## src/rtl/axis_img_sender_if.sv

```systemverilog
// AXI4-Stream pair for the image sender: image words out (m_axis_*), prediction word back (s_axis_*).
interface axis_img_sender_if #(
  parameter int DATA_WIDTH = 32
);
  logic                  m_axis_valid;
  logic [DATA_WIDTH-1:0] m_axis_data;
  logic                  m_axis_last;
  logic                  m_axis_ready;
  logic                  s_axis_valid;
  logic [DATA_WIDTH-1:0] s_axis_data;
  logic                  s_axis_last;
  logic                  s_axis_ready;

  modport master (
    output m_axis_valid, m_axis_data, m_axis_last,
    input  m_axis_ready,
    input  s_axis_valid, s_axis_data, s_axis_last,
    output s_axis_ready
  );

  modport slave (
    input  m_axis_valid, m_axis_data, m_axis_last,
    output m_axis_ready,
    output s_axis_valid, s_axis_data, s_axis_last,
    input  s_axis_ready
  );
endinterface

```

## src/rtl/axis_img_sender.sv

```systemverilog
// Snapshots a flat image, streams it as N AXIS words (TLAST on the final one),
// then collects one prediction word with an optional watchdog.
module axis_img_sender #(
  parameter int DATA_WIDTH            = 32,
  parameter int NUMBER_OF_INPUT_WORDS = 32,
  parameter int TIMEOUT_CYCLES        = 65535
) (
  input  logic                                        axi_clk,
  input  logic                                        rst,
  input  logic                                        start,
  input  logic [DATA_WIDTH*NUMBER_OF_INPUT_WORDS-1:0] img_in,
  output logic                                        busy,
  output logic                                        done,
  output logic                                        error,
  output logic [DATA_WIDTH-1:0]                       result,
  axis_img_sender_if.master                           axis
);
  localparam int N  = NUMBER_OF_INPUT_WORDS;
  localparam int CW = $clog2(N);
  localparam logic [CW-1:0] LAST_IDX = CW'(N - 1);
  localparam logic [31:0]   TO_LAST  = 32'(TIMEOUT_CYCLES - 1);

  typedef enum logic [1:0] {S_IDLE, S_SEND, S_WAIT, S_DONE} state_t;

  state_t                       state, state_nxt;
  logic [N-1:0][DATA_WIDTH-1:0] shadow;
  logic [CW-1:0]                word_cnt;
  logic [31:0]                  timeout_cnt;
  logic                         tx_hs, rx_hs, to_hit;

  assign tx_hs  = (state == S_SEND) && axis.m_axis_ready;
  assign rx_hs  = (state == S_WAIT) && axis.s_axis_valid;
  assign to_hit = (TIMEOUT_CYCLES != 0) && (state == S_WAIT) && (timeout_cnt == TO_LAST);

  always_ff @(posedge axi_clk) begin
    if (rst) state <= S_IDLE;
    else     state <= state_nxt;
  end

  always_comb begin
    state_nxt = state;
    case (state)
      S_IDLE:  if (start) state_nxt = S_SEND;
      S_SEND:  if (tx_hs && (word_cnt == LAST_IDX)) state_nxt = S_WAIT;
      S_WAIT:  if (rx_hs || to_hit) state_nxt = S_DONE;
      S_DONE:  state_nxt = S_IDLE;
      default: state_nxt = S_IDLE;
    endcase
  end

  always_ff @(posedge axi_clk) begin
    if (rst) begin
      shadow      <= '0;
      word_cnt    <= '0;
      timeout_cnt <= '0;
      result      <= '0;
      error       <= 1'b0;
    end else begin
      if ((state == S_IDLE) && start) begin
        shadow      <= img_in;
        word_cnt    <= '0;
        timeout_cnt <= '0;
      end
      if (tx_hs && (word_cnt != LAST_IDX)) word_cnt <= word_cnt + 1'b1;
      if (state == S_WAIT) timeout_cnt <= timeout_cnt + 32'd1;
      // A handshake landing on the timeout cycle still counts as a good result.
      if (rx_hs) begin
        result <= axis.s_axis_data;
        error  <= ~axis.s_axis_last;
      end else if (to_hit) begin
        error  <= 1'b1;
      end
    end
  end

  // Outputs decode registered state only; ready inputs never reach an output.
  assign busy              = (state != S_IDLE);
  assign done              = (state == S_DONE);
  assign axis.m_axis_valid = (state == S_SEND);
  assign axis.m_axis_data  = (state == S_SEND) ? shadow[word_cnt] : '0;
  assign axis.m_axis_last  = (state == S_SEND) && (word_cnt == LAST_IDX);
  assign axis.s_axis_ready = (state == S_WAIT);
endmodule

```

## src/flat_wrapper.sv

```systemverilog
// flat-port wrapper written by rule: the top's interface ports become plain ports
module axis_img_sender_flat 
#(
  parameter int DATA_WIDTH            = 32,
  parameter int NUMBER_OF_INPUT_WORDS = 32,
  parameter int TIMEOUT_CYCLES        = 65535
)
  (axi_clk, rst, start, img_in, busy, done, error, result, axis_m_axis_valid, axis_m_axis_data, axis_m_axis_last, axis_m_axis_ready, axis_s_axis_valid, axis_s_axis_data, axis_s_axis_last, axis_s_axis_ready);
  axis_img_sender_if #(.DATA_WIDTH(DATA_WIDTH)) axis_i ();
  input  logic axi_clk;
  input  logic rst;
  input  logic start;
  input  logic [DATA_WIDTH*NUMBER_OF_INPUT_WORDS-1:0] img_in;
  output logic busy;
  output logic done;
  output logic error;
  output logic [DATA_WIDTH-1:0] result;
  output wire logic [$bits(axis_i.m_axis_valid)-1:0] axis_m_axis_valid;
  output wire logic [$bits(axis_i.m_axis_data)-1:0] axis_m_axis_data;
  output wire logic [$bits(axis_i.m_axis_last)-1:0] axis_m_axis_last;
  input wire logic [$bits(axis_i.m_axis_ready)-1:0] axis_m_axis_ready;
  input wire logic [$bits(axis_i.s_axis_valid)-1:0] axis_s_axis_valid;
  input wire logic [$bits(axis_i.s_axis_data)-1:0] axis_s_axis_data;
  input wire logic [$bits(axis_i.s_axis_last)-1:0] axis_s_axis_last;
  output wire logic [$bits(axis_i.s_axis_ready)-1:0] axis_s_axis_ready;
  assign axis_m_axis_valid = axis_i.m_axis_valid;
  assign axis_m_axis_data = axis_i.m_axis_data;
  assign axis_m_axis_last = axis_i.m_axis_last;
  assign axis_i.m_axis_ready = axis_m_axis_ready;
  assign axis_i.s_axis_valid = axis_s_axis_valid;
  assign axis_i.s_axis_data = axis_s_axis_data;
  assign axis_i.s_axis_last = axis_s_axis_last;
  assign axis_s_axis_ready = axis_i.s_axis_ready;
  axis_img_sender #(.DATA_WIDTH(DATA_WIDTH), .NUMBER_OF_INPUT_WORDS(NUMBER_OF_INPUT_WORDS), .TIMEOUT_CYCLES(TIMEOUT_CYCLES)) u_core (.axi_clk(axi_clk), .rst(rst), .start(start), .img_in(img_in), .busy(busy), .done(done), .error(error), .result(result), .axis(axis_i));
endmodule
```

## config.mk

```make
export PLATFORM = sky130hd
export DESIGN_NAME = axis_img_sender_flat
export DESIGN_NICKNAME = d
export VERILOG_FILES = /design/src/rtl/axis_img_sender_if.sv /design/src/rtl/axis_img_sender.sv /design/src/flat_wrapper.sv
export SDC_FILE = /design/constraint.sdc
export NUM_CORES = 2
export LEC_CHECK = 0
export ABC_AREA = 1
export ABC_CLOCK_PERIOD_IN_PS = 2400
export CAP_MARGIN = 15
export CORE_AREA = 8 8 437 439
export DETAILED_ROUTE_END_ITERATION = 6
export DIE_AREA = 0 0 445 447
export SLEW_MARGIN = 40
export SYNTH_ARGS = -nofsm -noshare
export SYNTH_HDL_FRONTEND = slang
export SYNTH_SLANG_ARGS = --single-unit
```

## constraint.sdc

```tcl
create_clock -name axi_clk -period 2.4 [get_ports axi_clk]
set_input_delay 0.48 -clock axi_clk [delete_from_list [all_inputs] [get_ports axi_clk]]
set_output_delay 0.48 -clock axi_clk [all_outputs]
set_load 0.03 [all_outputs]
```

==> impl_metrics.tcl <==
set metrics [dict create \
    outcome "finished with violations" \
    violations "negative setup slack" \
    crit_fanout 8 \
    cp_num_buf_inv 6 \
    vias 55900 \
    die-area_sq_um 199000 \
    routedWlPerCell_microns 24.4 \
    final_common_cell "nor2_1" \
    yosysWarnings 0 \
    max_cap_violations 0 \
    cp-end-kind "primary output" \
    slowest_delay_ns 0.42 \
    syn_to_final_growth_pct 55.6 \
    initial_core_util 0.262 \
    layout-drive-gt1-share 0.154 \
    netlist_instances 7331 \
    grtUsageTotal 0.256 \
    syn-cell-area_sq_um 48300 \
    crit_type "flip-flop to primary output" \
    peakVddDrop_mv 0.550 \
    synth_top_family_by_area "simple AND/OR/NAND/NOR gates" \
    synthMuxAreaShare 0 \
    synth-xor-area-share 0 \
    cp.arrival_ns 2.95 \
    slew_headroom 0.497 \
    hold_viol_final 0 \
    row_count 158 \
    fin_cells 11300 \
    clk_pin_slew_worst_paths_ns 0.06 \
    ys_ff_latch 1096 \
    place_congestion 0.974 \
    die_w_microns 445 \
    cts_tree "yes" \
    dp_cells 10900 \
    port_buffers 1131 \
    fmax_ghz 0.291 \
    die_height_microns 447 \
    finalPower_w 0.0745 \
    drv_slew 0 \
    drt_iter0_drc 5604 \
    rsz0062_at_grt "true" \
    syn_avg_cell_area_sq_um 6.59 \
    synth.distinct_cells 31 \
    numCtsBuffers 132 \
    routed_wl_microns 276000 \
    synth_edf_count 0 \
    setup_viol 39 \
    pin_count 1132 \
    num-nets-final 9763 \
    synth_fp_nets 8402 \
    dp_slack_ns -1.07 \
    overflow 0 \
    clock_latency_ns 0.80 \
    final_cell_mix "2287 x nor2_1, 1147 x o21ai_0, 1127 x nand2_1" \
    hold_class "primary input to flip-flop" \
    holdPathStages 3 \
    place_hpwl_microns 214000 \
    core_sq_um 184000 \
    synth-compound-area-share 0.142 \
    worst-r2r-cell-count 15 \
    grt_max_degree 92 \
    post-route-drc-count 0 \
    fin_crit_sh 1.43 \
    clk_path_buf_depth 3 \
    skew_ns 0.0380 \
    clock-sinks 1096 \
    tightest_slew_ns 0.747 \
    yosysSeqAreaShare 0.454 \
    n_fill_cell 19100 \
    cts-root-buf "clkbuf_16" \
    layout_min_cycle_time_ns 3.43 \
    htreeDepth 4 \
    grt_pass1_wl_microns 373000 \
    yosys.area_share.simple 0.346 \
    p_per_area_nw_per_um2 992 \
    required_ns 1.92 \
    cp_cell_sequence "buf_12 -> buf_16 -> buf_16 -> buf_12 -> buf_8 -> nand3_4 -> nand3_4 -> a21oi_4 -> o21ai_4 -> nor2_2 -> buf_6" \
    drt-pass1-iter-count 6 \
    cp.depth 11 \
    cpMaxStageDelayCell "dfxtp_4" \
    path_delay_family "buffers and inverters" \
    synth_flop_cell "dfxtp_1" \
    async_flop_share 0 \
    fin_ws_ns -1.03 \
    grt_pass1_vias 53100 \
    reg2reg_setup_slack_ns -0.12 \
    cp-start-kind "flip-flop" \
    p_leak_nw 29.7 \
    ant_nets 0 \
    synthAdderAreaFrac 0.00233 \
    antenna_found_initial 84 \
    via_per_inst 4.93 \
]
[what timing repair did]
action,4_1_cts,5_1_grt
cloned,11,26
hold endpoints to repair,0,0
hold buffers,0,0
gates resized for setup,340,398
endpoints found under the setup margin,44,42
setup buffers,27,45
pin swaps,42,139
[path summary, 6_finish.rpt]
path	startpoint	end
setup / recovery	u_core.word_cnt[1]	axis_m_axis_data[13]
hold / removal	img_in[686]	u_core.shadow[686]
setup reg to reg	u_core.word_cnt[0]	u_core.state[0]
hold reg to reg	u_core.timeout_cnt[14]	u_core.timeout_cnt[14]
[final cells by class]
cell class	instances	area, sq um	area share
timing repair buffer	1807	19100	0.254
tap	2480	3100	0.0413
timing repair inverter	2	31.3	0.000416
antenna	62	155	0.00206
multi-input combinational	5594	26000	0.346
clock buffer	185	3830	0.0509
clock inverter	50	674	0.00897
inverter	59	282	0.00375
sequential	1096	22000	0.292
[state kept, by name (all words and copies together) (netlist names)]
| name | count |
|---|---|
| u_core.error | 1 |
| u_core.result | 32 |
| u_core.shadow | 1024 |
| u_core.state | 2 |
| u_core.timeout_cnt | 32 |
| u_core.word_cnt | 5 |
[synth_stat cells (2+ instances only)]
cell	n	share of area
o21ai_1	51	0.0053
a21oi_1	62	0.0064
o22ai_1	29	0.0038
nor2_1	2377	0.18
nand4_1	9	0.0012
buf_2	181	0.019
nand3_1	630	0.065
buf_4	9	0.0014
buf_1	34	0.0026
nand2_1	1202	0.093
inv_2	3	0.00023
inv_1	55	0.0043
o21ai_0	1199	0.12
clkbuf_1	357	0.028
ha_1	9	0.0023
nor3_1	7	0.00073
a221oi_1	2	0.00036
dfxtp_1	1096	0.45
a211oi_1	7	0.0011
[cell families after synthesis]
| logic type | after synthesis |
|---|---|
| simple gates | 4232 |
| compound gates | 1353 |
| flops | 1096 |
| buf+inv | 641 |
| fa+ha+maj | 9 |
[per-stage QoR]
stage	util	hold WS [ns]	instance area [sq um]	TNS, ns
6_report	0.408	0.299	75100	-31.39
5_1_grt	0.408	0.291	75100	-34.43
4_1_cts	0.393	0.243	72500	-34.13
3_5_place_dp	0.359	0.448	66100	-16.95
3_3_place_gp	0.359	0.441	66100	-16.78
2_1_floorplan	-	0.425	48300	0
[layer usage]
layer	share of wire	up-vias	global-route usage
met5	0.00017	-	0
met4	0.070	8	0.171
met3	0.065	571	0.0448
met2	0.46	2302	0.404
met1	0.41	26600	0.321
li1	-	26500	-
[power by group]
part	total [W]	switching, W	internal, W
Clock	0.0210	0.00854	0.0125
Combinational	0.0268	0.0159	0.0110
Sequential	0.0267	0.00345	0.0232
Total	0.0745	0.0278	0.0467
[tightest hold or removal path, delay by kind of cell]
family	cells	cell delay [ns]
and+or+nand+nor	1	0.07
AOI/OAI and AO/OA	1	0.07
buffers and inverters	1	0.44
No activity file was read; power rests on OpenSTA's default activity.
